<file path="src/rtl/seg7_pkg.sv">
// ----------------------------------------------------------------------------
// seg7_pkg
// Shared definitions for the 7-segment encoder/decoder pair.
//   - Segment bit positions within an 8-bit active-low bus (a..g, dp)
//   - SEG_BLANK: the all-off 7-segment pattern
//   - SEG_TABLE: active-low a..g pattern for each hex nibble 0..F
//   - scan_state_t: frame-assembly FSM states
//   - seg7_dec_t: decoded {err, blank, nibble} bundle
// No ports (package).
// ----------------------------------------------------------------------------
package seg7_pkg;

   // Bit positions on the 8-bit segment bus.
   localparam int SEG_A  = 7;
   localparam int SEG_B  = 6;
   localparam int SEG_C  = 5;
   localparam int SEG_D  = 4;
   localparam int SEG_E  = 3;
   localparam int SEG_F  = 2;
   localparam int SEG_G  = 1;
   localparam int SEG_DP = 0;

   localparam logic [6:0] SEG_BLANK = 7'b1111111;

   // Entry [n] is the a..g pattern (active-low) that displays nibble n.
   localparam logic [15:0][6:0] SEG_TABLE = {
      7'b0111000,   // F
      7'b0110000,   // E
      7'b1000010,   // D
      7'b0110001,   // C
      7'b1100000,   // B
      7'b0001000,   // A
      7'b0000100,   // 9
      7'b0000000,   // 8
      7'b0001111,   // 7
      7'b0100000,   // 6
      7'b0100100,   // 5
      7'b1001100,   // 4
      7'b0000110,   // 3
      7'b0010010,   // 2
      7'b1001111,   // 1
      7'b0000001    // 0
   };

   typedef enum logic {
      COLLECT = 1'b0,
      PRESENT = 1'b1
   } scan_state_t;

   typedef struct packed {
      logic       err;
      logic       blank;
      logic [3:0] nib;
   } seg7_dec_t;

   // Forward direction, used by the display driver side.
   function automatic logic [6:0] seg7_encode(input logic [3:0] nib);
      return SEG_TABLE[nib];
   endfunction

endpackage

</file>
<file path="src/rtl/seg7_pat_decode.sv">
// ----------------------------------------------------------------------------
// seg7_pat_decode
// Combinational inverse of the hex-to-segment table.
// Ports:
//   i_pat  in  7  active-low a..g pattern ([6]=a ... [0]=g)
//   o_dec  out 6  {err, blank, nibble}; nibble is 0 when blank or err
// ----------------------------------------------------------------------------
module seg7_pat_decode
   import seg7_pkg::*;
(
   input  logic [6:0] i_pat,
   output seg7_dec_t  o_dec
);

   // NOTE: every field gets a default before the search so no path leaves
   // o_dec unassigned, which would otherwise infer a latch.
   always_comb begin
      o_dec = '0;
      if (i_pat == SEG_BLANK) begin
         o_dec.blank = 1'b1;
      end else begin
         o_dec.err = 1'b1;
         for (int k = 0; k < 16; k++) begin
            if (i_pat == SEG_TABLE[k]) begin
               o_dec.err = 1'b0;
               o_dec.nib = 4'(k);
            end
         end
      end
   end

endmodule

</file>
<file path="src/rtl/seg7_scan_decoder.sv">
// ----------------------------------------------------------------------------
// seg7_scan_decoder
// Samples a multiplexed active-low 7-segment bus, debounces each digit and
// assembles a full NDIG-digit frame of decoded nibbles behind valid/ready.
// Ports:
//   clk          in   1        rising-edge clock
//   rst_n        in   1        synchronous active-low reset
//   seg_in       in   8        active-low segments, [7]=a .. [1]=g, [0]=dp
//   an_in        in   NDIG     active-low one-hot digit select
//   sample_en    in   1        sample seg_in/an_in this cycle
//   frame_valid  out  1        frame snapshot available
//   frame_ready  in   1        consumer accepts frame
//   value        out  4*NDIG   decoded nibbles, digit i at [4i+3:4i]
//   dp_out       out  NDIG     decimal point per digit, active-high
//   blank        out  NDIG     digit pattern was all-off
//   err          out  NDIG     digit pattern not in the table
//   bad_scan     out  1        pulse: sampled an_in not exactly one low bit
// ----------------------------------------------------------------------------
module seg7_scan_decoder
   import seg7_pkg::*;
#(
   parameter int NDIG   = 8,
   parameter int STABLE = 3
)(
   input  logic                clk,
   input  logic                rst_n,
   input  logic [7:0]          seg_in,
   input  logic [NDIG-1:0]     an_in,
   input  logic                sample_en,
   output logic                frame_valid,
   input  logic                frame_ready,
   output logic [4*NDIG-1:0]   value,
   output logic [NDIG-1:0]     dp_out,
   output logic [NDIG-1:0]     blank,
   output logic [NDIG-1:0]     err,
   output logic                bad_scan
);

   localparam int CNTW = $clog2(STABLE + 1);
   localparam int IDXW = (NDIG > 1) ? $clog2(NDIG) : 1;
   localparam logic [CNTW-1:0] STABLE_C = CNTW'(STABLE);

   // Debounce state per digit.
   logic [7:0]        r_last [NDIG];
   logic [CNTW-1:0]   r_cnt  [NDIG];
   logic [NDIG-1:0]   r_seen;

   // Shadow frame, filled by commits.
   logic [4*NDIG-1:0] r_sh_val;
   logic [NDIG-1:0]   r_sh_dp;
   logic [NDIG-1:0]   r_sh_blank;
   logic [NDIG-1:0]   r_sh_err;

   // Presented frame.
   scan_state_t       r_state;
   logic              r_frame_valid;
   logic [4*NDIG-1:0] r_value;
   logic [NDIG-1:0]   r_dp;
   logic [NDIG-1:0]   r_blank;
   logic [NDIG-1:0]   r_err;
   logic              r_bad_scan;

   logic [NDIG-1:0]   w_an_act;
   logic              w_an_ok;
   logic [IDXW-1:0]   w_idx;
   logic [7:0]        w_last_sel;
   logic [CNTW-1:0]   w_cnt_sel;
   logic              w_same;
   logic              w_sat;
   logic [CNTW-1:0]   w_cnt_nxt;
   logic              w_valid_smp;
   logic              w_commit;
   logic [NDIG-1:0]   w_commit_vec;
   seg7_dec_t         w_dec;

   seg7_pat_decode u_decode (
      .i_pat (seg_in[7:1]),
      .o_dec (w_dec)
   );

   // Exactly one active digit: non-zero and clearing the lowest set bit
   // leaves nothing.
   assign w_an_act = ~an_in;
   assign w_an_ok  = (w_an_act != '0) &&
                     ((w_an_act & (w_an_act - NDIG'(1))) == '0);

   always_comb begin
      w_idx = '0;
      for (int i = 0; i < NDIG; i++) begin
         if (w_an_act[i]) w_idx = IDXW'(i);
      end
   end

   assign w_last_sel  = r_last[w_idx];
   assign w_cnt_sel   = r_cnt[w_idx];
   assign w_same      = (seg_in == w_last_sel);
   assign w_sat       = (w_cnt_sel == STABLE_C);
   assign w_cnt_nxt   = !w_same ? CNTW'(1)
                      : (w_sat ? w_cnt_sel : w_cnt_sel + CNTW'(1));
   assign w_valid_smp = sample_en && w_an_ok;

   // Commit only on the transition into STABLE; a digit already saturated
   // on the same pattern stays quiet.
   assign w_commit     = w_valid_smp && (w_cnt_nxt == STABLE_C) && !(w_same && w_sat);
   assign w_commit_vec = w_commit ? w_an_act : '0;

   // NOTE: the shadow frame has no reset; it is only ever presented after
   // every digit has committed since reset, so stale contents cannot escape.
   always_ff @(posedge clk) begin
      if (w_commit) begin
         r_sh_val[4*w_idx +: 4] <= w_dec.nib;
         r_sh_dp[w_idx]         <= ~seg_in[SEG_DP];
         r_sh_blank[w_idx]      <= w_dec.blank;
         r_sh_err[w_idx]        <= w_dec.err;
      end
   end

   // NOTE: all state here updates with non-blocking assignments so every
   // register sees the pre-edge value of every other register.
   always_ff @(posedge clk) begin
      if (!rst_n) begin
         r_state       <= COLLECT;
         r_frame_valid <= 1'b0;
         r_value       <= '0;
         r_dp          <= '0;
         r_blank       <= '0;
         r_err         <= '0;
         r_bad_scan    <= 1'b0;
         r_seen        <= '0;
         for (int i = 0; i < NDIG; i++) begin
            r_last[i] <= 8'hFF;
            r_cnt[i]  <= '0;
         end
      end else begin
         r_bad_scan <= sample_en && !w_an_ok;

         if (w_valid_smp) begin
            r_last[w_idx] <= seg_in;
            r_cnt[w_idx]  <= w_cnt_nxt;
         end

         case (r_state)
            COLLECT: begin
               r_seen <= r_seen | w_commit_vec;
               if (&r_seen) begin
                  r_value       <= r_sh_val;
                  r_dp          <= r_sh_dp;
                  r_blank       <= r_sh_blank;
                  r_err         <= r_sh_err;
                  r_frame_valid <= 1'b1;
                  r_state       <= PRESENT;
               end
            end
            PRESENT: begin
               if (frame_ready) begin
                  // A commit landing with the handshake counts toward the
                  // next frame.
                  r_seen        <= w_commit_vec;
                  r_frame_valid <= 1'b0;
                  r_state       <= COLLECT;
               end else begin
                  r_seen <= r_seen | w_commit_vec;
               end
            end
            default: r_state <= COLLECT;
         endcase
      end
   end

   assign frame_valid = r_frame_valid;
   assign value       = r_value;
   assign dp_out      = r_dp;
   assign blank       = r_blank;
   assign err         = r_err;
   assign bad_scan    = r_bad_scan;

endmodule

</file>
<file path="config.mk">
export PLATFORM = sky130hd
export DESIGN_NAME = seg7_scan_decoder
export DESIGN_NICKNAME = d
export VERILOG_FILES = /design/src/rtl/seg7_pkg.sv /design/src/rtl/seg7_pat_decode.sv /design/src/rtl/seg7_scan_decoder.sv
export SDC_FILE = /design/constraint.sdc
export NUM_CORES = 1
export LEC_CHECK = 0
export BUFFER_PORTS_ARGS = -buffer_cell sky130_fd_sc_hd__buf_4
export CAP_MARGIN = 10
export CORE_AREA = 2 2 118 177
export CTS_CLUSTER_DIAMETER = 80
export DETAILED_ROUTE_END_ITERATION = 16
export DIE_AREA = 0 0 120 179
export PLACE_DENSITY_LB_ADDON = 0.1
export SLEW_MARGIN = 20
export SYNTH_ARGS = -nofsm -noshare
export SYNTH_HDL_FRONTEND = slang
export SYNTH_SLANG_ARGS = --single-unit
</file>
<file path="constraint.sdc">
create_clock -name clk -period 7.8 [get_ports clk]
set_input_delay 1.17 -clock clk [delete_from_list [all_inputs] [get_ports clk]]
set_output_delay 1.17 -clock clk [all_outputs]
set_load 0.02 [all_outputs]
</file>
======== Yosys cells after proc, flatten, opt, wreduce, memory -nomap -nowiden ========
Memories as Yosys holds them, arrays and structs flattened.
Index checks and enable logic that the tools add are counted.
word-level totals
  output and inout bits ................... 58
  logic and storage cells ................. 132
  memories ................................ 2
  register bits ........................... 123
  input bits .............................. 20
  bits in writable memories ............... 80
cells by class
  reduce and logical (&&, ||, !) cells .... 17
  mux-type cells .......................... 68
  add/sub/neg operators ................... 3
  eq/ne operators ......................... 21
  shift operators ......................... 2
  magnitude comparators ................... 2
  bitwise operators ....................... 5
memory list
  name    depth  bits a word  read ports  clocked after Yosys merged registers in  wr ports  RTL line                 text
  r_last  8      8            1           0                                        8         seg7_scan_decoder.sv:44  logic [7:0] r_last [NDIG];
  r_cnt   8      2            1           0                                        8         seg7_scan_decoder.sv:45  logic [CNTW-1:0] r_cnt [NDIG];
operators with widths
  operator                                                                  count
  3-bit 2-to-1 mux                                                          12
  4-bit 2-to-1 mux                                                          9
  7-bit by 6-bit equality test with 1-bit output (second input constant)    5
  7-bit equality test (second input constant)                               5
  5-bit negation with 34-bit output                                         1
  4-bit by 34-bit variable shift with 32-bit output (first input constant)  1
  4-bit by 34-bit variable part select with 32-bit output                   1
  32-bit bitwise mux                                                        1
  1-bit 2-to-1 mux                                                          31
  8-bit bitwise mux                                                         3
  8-bit 2-to-1 mux                                                          3
  8-bit one-hot mux with 2 select lines                                     1
  7-bit by 3-bit equality test with 1-bit output (second input constant)    2
  7-bit by 4-bit equality test with 1-bit output (second input constant)    2
  2-bit 2-to-1 mux                                                          5
  9-bit AND reduction                                                       1
  8-bit bitwise AND                                                         1
  8-bit equality test                                                       1
  8-bit logical NOT                                                         1
  8-bit inverter                                                            1
  8-bit OR                                                                  1
  8-bit AND reduction                                                       1
  8-bit nonzero test                                                        1
  8-bit OR reduction                                                        1
  16 further kinds                                                          27

======== Longest topological paths before layout ========
Gate-level depths: netlist of run 1.
  word-level depth ........................ 19
  gate-level depth with buffers ........... 12
  gate-level depth less buffers ........... 10

======== Hierarchy ========
Synthesis of run 1 repeated with hierarchy kept, for this count alone.
unflattened totals
  cells, all modules ...................... 844
  area total of the unflattened synthesis .. 9011.1 sq um
modules (own cells, without submodules)
  module             seq. area each (sq um)  area an instance (sq um)  cells an instance  times used
  seg7_scan_decoder  5425.2                  8644.5                    791                1
  seg7_pat_decode    0.0                     366.6                     53                 1

======== Worst setup path after synthesis of run 1 ========
No wires, ideal clock.
  kind .................................... in2reg
  start point ............................. in an_in[1]
  end point ............................... reg r_sh_blank[0], enable pin
  stages on the path ...................... 10
  data required time ...................... 7.455 ns
  buffers on the path ..................... 2
  setup slack ............................. 3.741 ns
  setup time .............................. 0.345 ns
  arrival time ............................ 3.714 ns
  path through ............................ nand2b_1 -> buf_6 -> a311oi_4 -> mux4_1 -> nor2_1 -> nor4_1 -> a2111oi_4 -> nand4_2 -> buf_4 -> nor3_1
between the ends
  cells in the longest elaborated chain, start to end .. 15
  elaborated cells on any way between the ends .. 26
  those cells by class .................... add/sub (2); eq/ne (3); mux (9); bitwise (2); reduce/logical (8); memory (2)
ends and longest elaborated chain
  item                                                                                  RTL line                                          text
  start, declared                                                                       seg7_scan_decoder.sv:28                           input logic [NDIG-1:0] an_in,
  8-bit inverter (*)                                                                    seg7_scan_decoder.sv:83                           assign w_an_act = ~an_in;
  1-bit 2-to-1 mux                                                                      seg7_scan_decoder.sv:90                           if (w_an_act[i]) w_idx = IDXW'(i);
  3-bit 2-to-1 mux (6 in series)                                                        seg7_scan_decoder.sv:90
  memory read 8 x 2 bit                                                                 -
  2-bit by 1-bit adder with 2-bit output / 2-bit equality test (equally long branches)  seg7_scan_decoder.sv:99, seg7_scan_decoder.sv:97
  2-bit 2-to-1 mux                                                                      seg7_scan_decoder.sv:99                           : (w_sat ? w_cnt_sel : w_cnt_sel + CNTW'(1));
  2-bit 2-to-1 mux                                                                      seg7_scan_decoder.sv:98                           assign w_cnt_nxt = !w_same ? CNTW'(1)
  2-bit equality test                                                                   seg7_scan_decoder.sv:104                          assign w_commit = w_valid_smp && (w_cnt_nxt == STABLE_C) && !(w_same && w_sat);
  1-bit logical AND                                                                     seg7_scan_decoder.sv:104
  1-bit logical AND (*)                                                                 seg7_scan_decoder.sv:104
  end signal, assigned by index                                                         seg7_scan_decoder.sv:113                          r_sh_blank[w_idx] <= w_dec.blank;
  end, declared                                                                         seg7_scan_decoder.sv:51                           logic [NDIG-1:0] r_sh_blank;
Every way passes the cells marked *; elsewhere a longest branch is shown, timed or not.
A chain may end at the register's enable or synchronous reset.

======== Worst setup path after layout of run 1 ========
  start point ............................. in an_in[5]
  end point ............................... reg r_sh_dp[0], enable pin
between the ends
  cells in the longest elaborated chain, start to end .. 11
  elaborated cells on any way between the ends .. 22
  those cells by class .................... add/sub (2); eq/ne (3); mux (5); bitwise (2); reduce/logical (8); memory (2)
ends and longest elaborated chain
  item                                                                                  RTL line                                          text
  8-bit inverter (*)                                                                    seg7_scan_decoder.sv:83
  3-bit 2-to-1 mux (3 in series)                                                        seg7_scan_decoder.sv:90
  memory read 8 x 2 bit                                                                 -
  2-bit by 1-bit adder with 2-bit output / 2-bit equality test (equally long branches)  seg7_scan_decoder.sv:99, seg7_scan_decoder.sv:97
  2-bit 2-to-1 mux                                                                      seg7_scan_decoder.sv:99
  2-bit 2-to-1 mux                                                                      seg7_scan_decoder.sv:98
  2-bit equality test                                                                   seg7_scan_decoder.sv:104
  1-bit logical AND                                                                     seg7_scan_decoder.sv:104
  1-bit logical AND (*)                                                                 seg7_scan_decoder.sv:104
  end signal, assigned by index                                                         seg7_scan_decoder.sv:112                          r_sh_dp[w_idx] <= ~seg_in[SEG_DP];
  end, declared                                                                         seg7_scan_decoder.sv:50                           logic [NDIG-1:0] r_sh_dp;
Marked as above.

==> results of run 1 <==
[worst max path at each step]
stage	startpoint	end	slack [ps]	cells past startpoint
global route	an_in[5]	r_sh_dp[0]	2720	10
detailed placement	an_in[5]	r_sh_dp[0]	2520	10
finish	an_in[5]	r_sh_dp[0]	2970	10
CTS	an_in[5]	r_sh_dp[0]	3030	10
floorplan	an_in[1]	r_sh_blank[0]	3740	10
global placement	an_in[1]	r_sh_blank[0]	2700	10
[cell type report]
type | instances | area [um^2]
inverters | 9 | 33.8
clock buffers | 27 | 578
well taps | 264 | 330
flip-flops and latches | 203 | 5430
repair buffers | 82 | 616
clock inverters | 9 | 68.8
fillers | 1824 | 9900
multi-input cells | 569 | 3150
[cell usage after synthesis (all sizes together), types with 2 or more instances]
cell / n
nor2: 87
o221ai: 5
clkinv: 3
mux2: 3
buf: 14
a22oi: 3
mux2i: 4
or2: 18
xnor2: 2
edfxtp: 136
a221o: 2
a222oi: 2
a2111oi: 2
nand4: 9
nand2b: 30
nor4: 6
clkbuf: 44
or3: 13
o21ai: 21
nor3: 14
o22a: 2
or4: 2
a31oi: 9
nand2: 185
o22ai: 6
ha: 2
nand3b: 2
a221oi: 2
and3: 6
xor2: 2
a21oi: 20
a311oi: 4
a21o: 2
nor2b: 2
a32oi: 2
a211oi: 3
dfxtp: 67
nand3: 19
and2: 3
mux4: 3
inv: 6
a21boi: 59
[power by group]
part / leakage (nW) / switching (mW) / internal, mW
registers: 1.77 / 0.00785 / 1.16
clock network: 0.325 / 0.394 / 0.553
logic: 1.28 / 0.0962 / 0.0426
[registers in the layout, summed over array words and instances (netlist names), 8 cells and up]
name,cells
err,8
r_sh_blank,8
r_cnt,16
r_seen,8
r_last,64
value,32
r_sh_val,32
blank,8
r_sh_err,8
dp_out,8
r_sh_dp,8
[cell families after synthesis]
logic type      after synthesis  share of synthesized area
flops                       203                      0.614
compound gates              153                      0.126
xor+xnor                      4                    0.00397
buf+inv                      67                     0.0313
mux                          10                     0.0169
fa+ha+maj                     2                    0.00283
simple gates                400                      0.205
[cells in the final DEF, fill, tap and decap left out, drive strengths merged, types with 7 or more instances in the layout]
master / instances
nand2: 185
edfxtp: 136
nor2: 87
buf: 82
dfxtp: 67
a21boi: 59
nand2b: 30
clkbuf: 27
o21ai: 21
a21oi: 20
nand3: 19
or2: 18
nor3: 14
or3: 13
clkinv: 10
a31oi: 9
nand4: 9
inv: 7
[metal layers]
layer,vias to the layer above,part of all wire
li1,3052,-
met1,3128,0.38
met2,203,0.53
met3,44,0.047
met4,0,0.035
met5,-,0
[critical path, cell delays in order]
cell and delay, ps:
buf_4 260, and2b_1 290, a311o_1 370, nand2_1 400, inv_1 420, mux2_2 390
a211oi_2 270, and3_1 210, nand4_2 550, nor3_1 600
[stage by stage]
stage | setup WS, ps | util
2_1_floorplan | 3740 | -
3_3_place_gp | 2700 | 0.475
3_5_place_dp | 2520 | 0.475
4_1_cts | 3030 | 0.507
5_1_grt | 2720 | 0.507
6_report | 2970 | 0.507
==> summary.md, run 1 <==
| Metric | Value |
|---|---|
| Final Max Tran Viols | `0` |
| Num rows | `64` |
| CP required | `around 8000 ps` |
| Critical path type | `input pin to register` |
| Final period utilization | `0.620` |
| Die width | `~120 um` |
| Static leakage | `about 3.4 nW` |
| Pwr Total | `around 2.3 mW` |
| Post-synth top area cell | `edfxtp_1` |
| Number of remaining DRC errors | `0` |
| Highest ir drop seen on vdd | `between 0.1 and 0.15 mV` |
| Async SR Flop Fraction | `0` |
| Syn avg cell area | `approximately 11 um^2` |
| Port bufs | `77` |
| Number of synthesized register bits | `203` |
| Via/cell ratio | `~5.5` |
| Clock Tree Buf Depth | `3` |
| Power per cell area | `between 200 and 250 nW/um^2` |
| Endpoint class of the critical path | `register` |
| Gp weighted congestion | `0.894` |
| Via count | `6427` |
| Reg clk slew, reported paths | `about 60 ps` |
| Final worst path period need | `approximately 4800 ps` |
| Total die area | `~21000 um^2` |
| Critical Path Fanout Max | `24` |
| Dpl cells | `approximately 1.1k` |
| IO Pins | `slightly below 80` |
| Hold Buf Count CTS | `0` |
| Worst reg2reg setup slack | `approximately 4400 ps` |
| Htree depth | `1` |
| Finished Layout Cells | `~1.2k` |
| Post-DP HPWL | `roughly 16000 um` |
| CTS tree | `built` |
| RSZ-0062 raised after global routing | `no` |
| Reg2reg end | `r_sh_dp[0]` |
| Post-synth EDFFs | `approximately 140` |
| Antenna cells | `0` |
| Fin. Hold Viols | `0` |
| Distinct cell type count after synthesis | `around 70` |
| Setup repair bufs after CTS | `0` |
| Resized cells post-CTS | `0` |
| Fmax | `207 MHz` |
| Design Area, Final | `10200 um^2` |
| Worst slew pin tran | `between 1000 and 1500 ps` |
| DRT antenna net count | `0` |
| Met2 Use GR | `0.408` |
| Hold Crit Depth | `2` |
| Setup_tns | `0 ps` |
| Clock sinks | `203` |
| Initial Util | `0.440` |
| Synthesized cell area | `between 8000 and 9000 um^2` |
| Share of cells above drive strength 1 | `0.164` |
| First-pass GRT wire length | `35900 um` |
| Largest net degree at the start of global routing | `81` |
| Average wire per standard cell | `between 15 and 20 um` |
| Worst R2R Start | `r_last[1][7]` |
| Fin Clk Skew | `about 13 ps` |
| Die Ht | `179 um` |
| Overall routing resource usage | `0.217` |
| Hold Crit Start | `r_seen[4]` |
| Area grow syn2layout | `15.4%` |
| Core area | `20100 um^2` |
| Total CTS buffers | `20` |
| Met1 GRT Util | `0.249` |
| Synth warnings | `0` |
| Max_slew headroom | `0.320` |
| Syn_nets | `861` |
| Top area cells in the synthesized netlist | `edfxtp_1 46%, dfxtp_1 15%, nand2_1 7.8%` |
| Grt ovf | `0` |
| Number of global-route vias before repair | `6437` |
| Status | `complete, no violations` |
| Final hold slack | `around 450 ps` |
| Hold endpoint | `r_seen[4]` |
| Initial antenna violation count | `0` |
| Max-cap violations | `0` |
| Worst hold path type | `register to register` |
| Area after DPL | `about 9600 um^2` |
| Reg2reg path depth | `8` |
| Initial DRC Count | `~470` |
| Number of detailed-routing iterations run before antenna repair | `5` |
| Root Buffer | `clkbuf_16` |
| Fin nets | `slightly above 900` |
| Nature of the critical path startpoint | `input pin` |
| Crit path arrival time | `4970 ps` |
| Final setup violation count | `0` |
| Global-route layer with the greatest usage | `met2` |
| Cells after synthesis | `839` |
| Yosys top cell area share | `0.462` |
| Met3 usage | `0.0280` |
| Synth Flop Type | `edfxtp_1` |
| Seq/Total Area, Yosys | `0.614` |
| Final WL | `22900 um` |
| Later-pin clock latency in the skew report | `around 500 ps` |
No activity file was read; power rests on OpenSTA's default activity.
==> inputs of run 2 (changes only) <==
==> constraint.sdc (replaced) <==
create_clock -name clk -period 3.9 [get_ports clk]
set_input_delay 0.585 -clock clk [delete_from_list [all_inputs] [get_ports clk]]
set_output_delay 0.585 -clock clk [all_outputs]
set_load 0.02 [all_outputs]
==> summary.md, run 2 (synthesized netlist as in run 1, its figures left out) <==
| Metric | Value |
|---|---|
| Status | `complete, no violations (unchanged)` |
| Fin Clk Skew | `15.6 ps (was 13.1 ps)` |
| Max-cap violations | `0 (unchanged)` |
| Most frequent cells in the layout | `183 x nand2_1, 136 x edfxtp_1, 110 x buf_4, 87 x nor2_1, 67 x dfxtp_1 (was 183 x nand2_1, 136 x edfxtp_1, 87 x nor2_1, 82 x buf_4, 67 x dfxtp_1)` |
| Via/cell ratio | `5.43 (was 5.53)` |
| IO Pins | `78 (unchanged)` |
| Final Max Tran Viols | `0 (unchanged)` |
| Hold Crit Start | `sample_en (was r_seen[4])` |
| Cell Int Power | `3.60 mW (was 1.76 mW)` |
| Critical Path Fanout Max | `24 (unchanged)` |
| NetSw | `0.989 mW (was 0.498 mW)` |
| Htree depth | `1 (unchanged)` |
| Setup repair bufs after CTS | `0 (unchanged)` |
| Via count | `6497 (was 6427)` |
| Endpoint class of the critical path | `register (unchanged)` |
| Crit path arrival time | `3460 ps (was 4970 ps)` |
| Static leakage | `3.57 nW (was 3.38 nW)` |
| Share of cells above drive strength 1 | `0.190 (was 0.164)` |
| Commonest non-fill, non-tap cell in the layout | `nand2_1 (unchanged)` |
| Setup_tns | `0 ps (unchanged)` |
| Clock Tree Buf Depth | `3 (unchanged)` |
| Nature of the critical path startpoint | `input pin (unchanged)` |
| Most flop-heavy register | `r_last (unchanged)` |
| Average wire per standard cell | `19.2 um (was 19.7 um)` |
| CP Cell Sequence | `buf_4 -> nand2b_1 -> buf_4 -> a311o_1 -> a311oi_1 -> nor4_1 -> a2111oi_0 -> and3_4 -> nand4_2 -> buf_12 -> nor3_1 (was buf_4 -> and2b_1 -> a311o_1 -> nand2_1 -> inv_1 -> mux2_2 -> a211oi_2 -> and3_1 -> nand4_2 -> nor3_1)` |
| Port bufs | `77 (unchanged)` |
| Top cell by count, worst path | `buf_4` |
| Highest ir drop seen on vdd | `0.305 mV (was 0.120 mV)` |
| CP Launch Point | `an_in[1] (was an_in[5])` |
| Reg clk slew, reported paths | `60 ps (about the same)` |
| Fmax | `roughly 300 MHz` |
| Overall routing resource usage | `0.214 (was 0.217)` |
| Number of global-route vias before repair | `6376 (was 6437)` |
| Number of flip-flops in the largest register | `64 (unchanged)` |
| # fillers | `1825 (was 1824)` |
| First-pass GRT wire length | `35300 um (was 35900 um)` |
| Sw frac | `0.215 (was 0.221)` |
| Initial Util | `0.440 (unchanged)` |
| Final setup violation count | `0 (unchanged)` |
| Total die area | `21500 um^2 (unchanged)` |
| Sequential share of power | `0.511 (was 0.519)` |
| Fin nets | `940 (was 907)` |
| DRT antenna net count | `0 (unchanged)` |
| Final WL | `23000 um (was 22900 um)` |
| Worst hold path type | `input pin to register (was register to register)` |
| Max_slew headroom | `0.334 (was 0.320)` |
| Fin. Hold Viols | `0 (unchanged)` |
| Post-DP HPWL | `16500 um (was 16000 um)` |
| Number of remaining DRC errors | `0 (unchanged)` |
| Worst slew pin tran | `999 ps (was 1020 ps)` |
| Initial antenna violation count | `1 (was 0)` |
| Critical path type | `input pin to register (unchanged)` |
| Initial DRC Count | `428 (was 474)` |
| CTS tree | `built (unchanged)` |
| Hold Buf Count CTS | `0 (unchanged)` |
| Logic pwr share | `0.066 (was 0.062)` |
| Resized cells post-CTS | `0 (unchanged)` |
| Antenna cells | `0 (unchanged)` |
| Gp weighted congestion | `0.943 (was 0.894)` |
| Clock sinks | `203 (unchanged)` |
| Die width | `120 um (unchanged)` |
| Core area | `20100 um^2 (unchanged)` |
| Largest stage delay, worst path | `490 ps (was 600 ps)` |
| Die Ht | `179 um (unchanged)` |
| Final period utilization | `0.852` |
| Final worst path period need | `between 3000 and 4000 ps` |
| RSZ-0062 raised after global routing | `no (unchanged)` |
| Later-pin clock latency in the skew report | `490 ps (about the same)` |
| Num rows | `64 (unchanged)` |
| Total CTS buffers | `20 (unchanged)` |
| Root Buffer | `clkbuf_16 (unchanged)` |
| Clock power share | `0.423 (was 0.419)` |
| Grt ovf | `0 (unchanged)` |
| Number of detailed-routing iterations run before antenna repair | `5 (unchanged)` |
| CP required | `4030 ps (was 7930 ps)` |
| Final hold slack | `390 ps (was 453 ps)` |
| Power per cell area | `436 nW/um^2 (was 221 nW/um^2)` |
| Slowest-stage cell, CP | `a311o_1 (was nor3_1)` |
| Worst R2R Start | `r_last[1][7] (unchanged)` |
| Largest net degree at the start of global routing | `71 (was 81)` |
| Area grow syn2layout | `19.2% (was 15.4%)` |
run 2: cell count changes in the layout (fill, tap and decap cells not counted), moves of 2 or more:
cell,before,now
clkinv_1,5,3
clkbuf_1,3,7
buf_12,0,5
buf_4,82,110
clkbuf_16,21,23
clkbuf_8,3,5
clkinv_2,5,1
run 2: final cells by class:
type                    instances  area [um^2]  area share
clock inverters                 1         5.00    0.000475
multi-input cells             569         3140       0.298
repair buffers                115          926      0.0879
flip-flops and latches        203         5430       0.515
clock buffers                  35          671      0.0637
well taps                     264          330      0.0314
inverters                       9         33.8     0.00321
run 2: power groups by stage:
stage	Combinational [mW]	Sequential, mW	Clock, mW
global route	0.326	2.35	2.07
CTS	0.302	2.34	1.98
global placement	0.298	2.39	0
floorplan	0.185	2.38	0
finish	0.303	2.34	1.94
detailed placement	0.301	2.39	0
run 2: through the flow:
stage          cells  worst slack (ps)  area [um^2]  power [mW]   util
6_report        1196               578        10500        4.59  0.524
5_1_grt         1196               447        10500        4.74  0.524
4_1_cts         1196               650        10500        4.62  0.524
3_5_place_dp    1160               156         9860        2.69  0.490
3_3_place_gp    1160               223         9860        2.69  0.490
2_1_floorplan    839               426         8830        2.57      -
run 2: critical path: cells and delay by family:
kind	cells	cell delay, ps
AO/OA/AOI/OAI	3	1260
buffers and inverters	3	530
AND/OR/NAND/NOR	5	1080
run 2: worst paths after layout:
kind	end	slack, ps	depth (start not counted)
min reg2reg	r_seen[7]	450	2
max	r_sh_err[2]	580	11
max reg2reg	r_sh_err[2]	980	9
min	bad_scan	390	3
run 2: routing by layer:
metal / global-route usage / vias to the layer above / share of wire
met5: 0 / - / 0
li1: - / 3121 / -
met4: 0.108 / 0 / 0.050
met2: 0.398 / 181 / 0.53
met3: 0.0270 / 60 / 0.038
met1: 0.238 / 3135 / 0.39
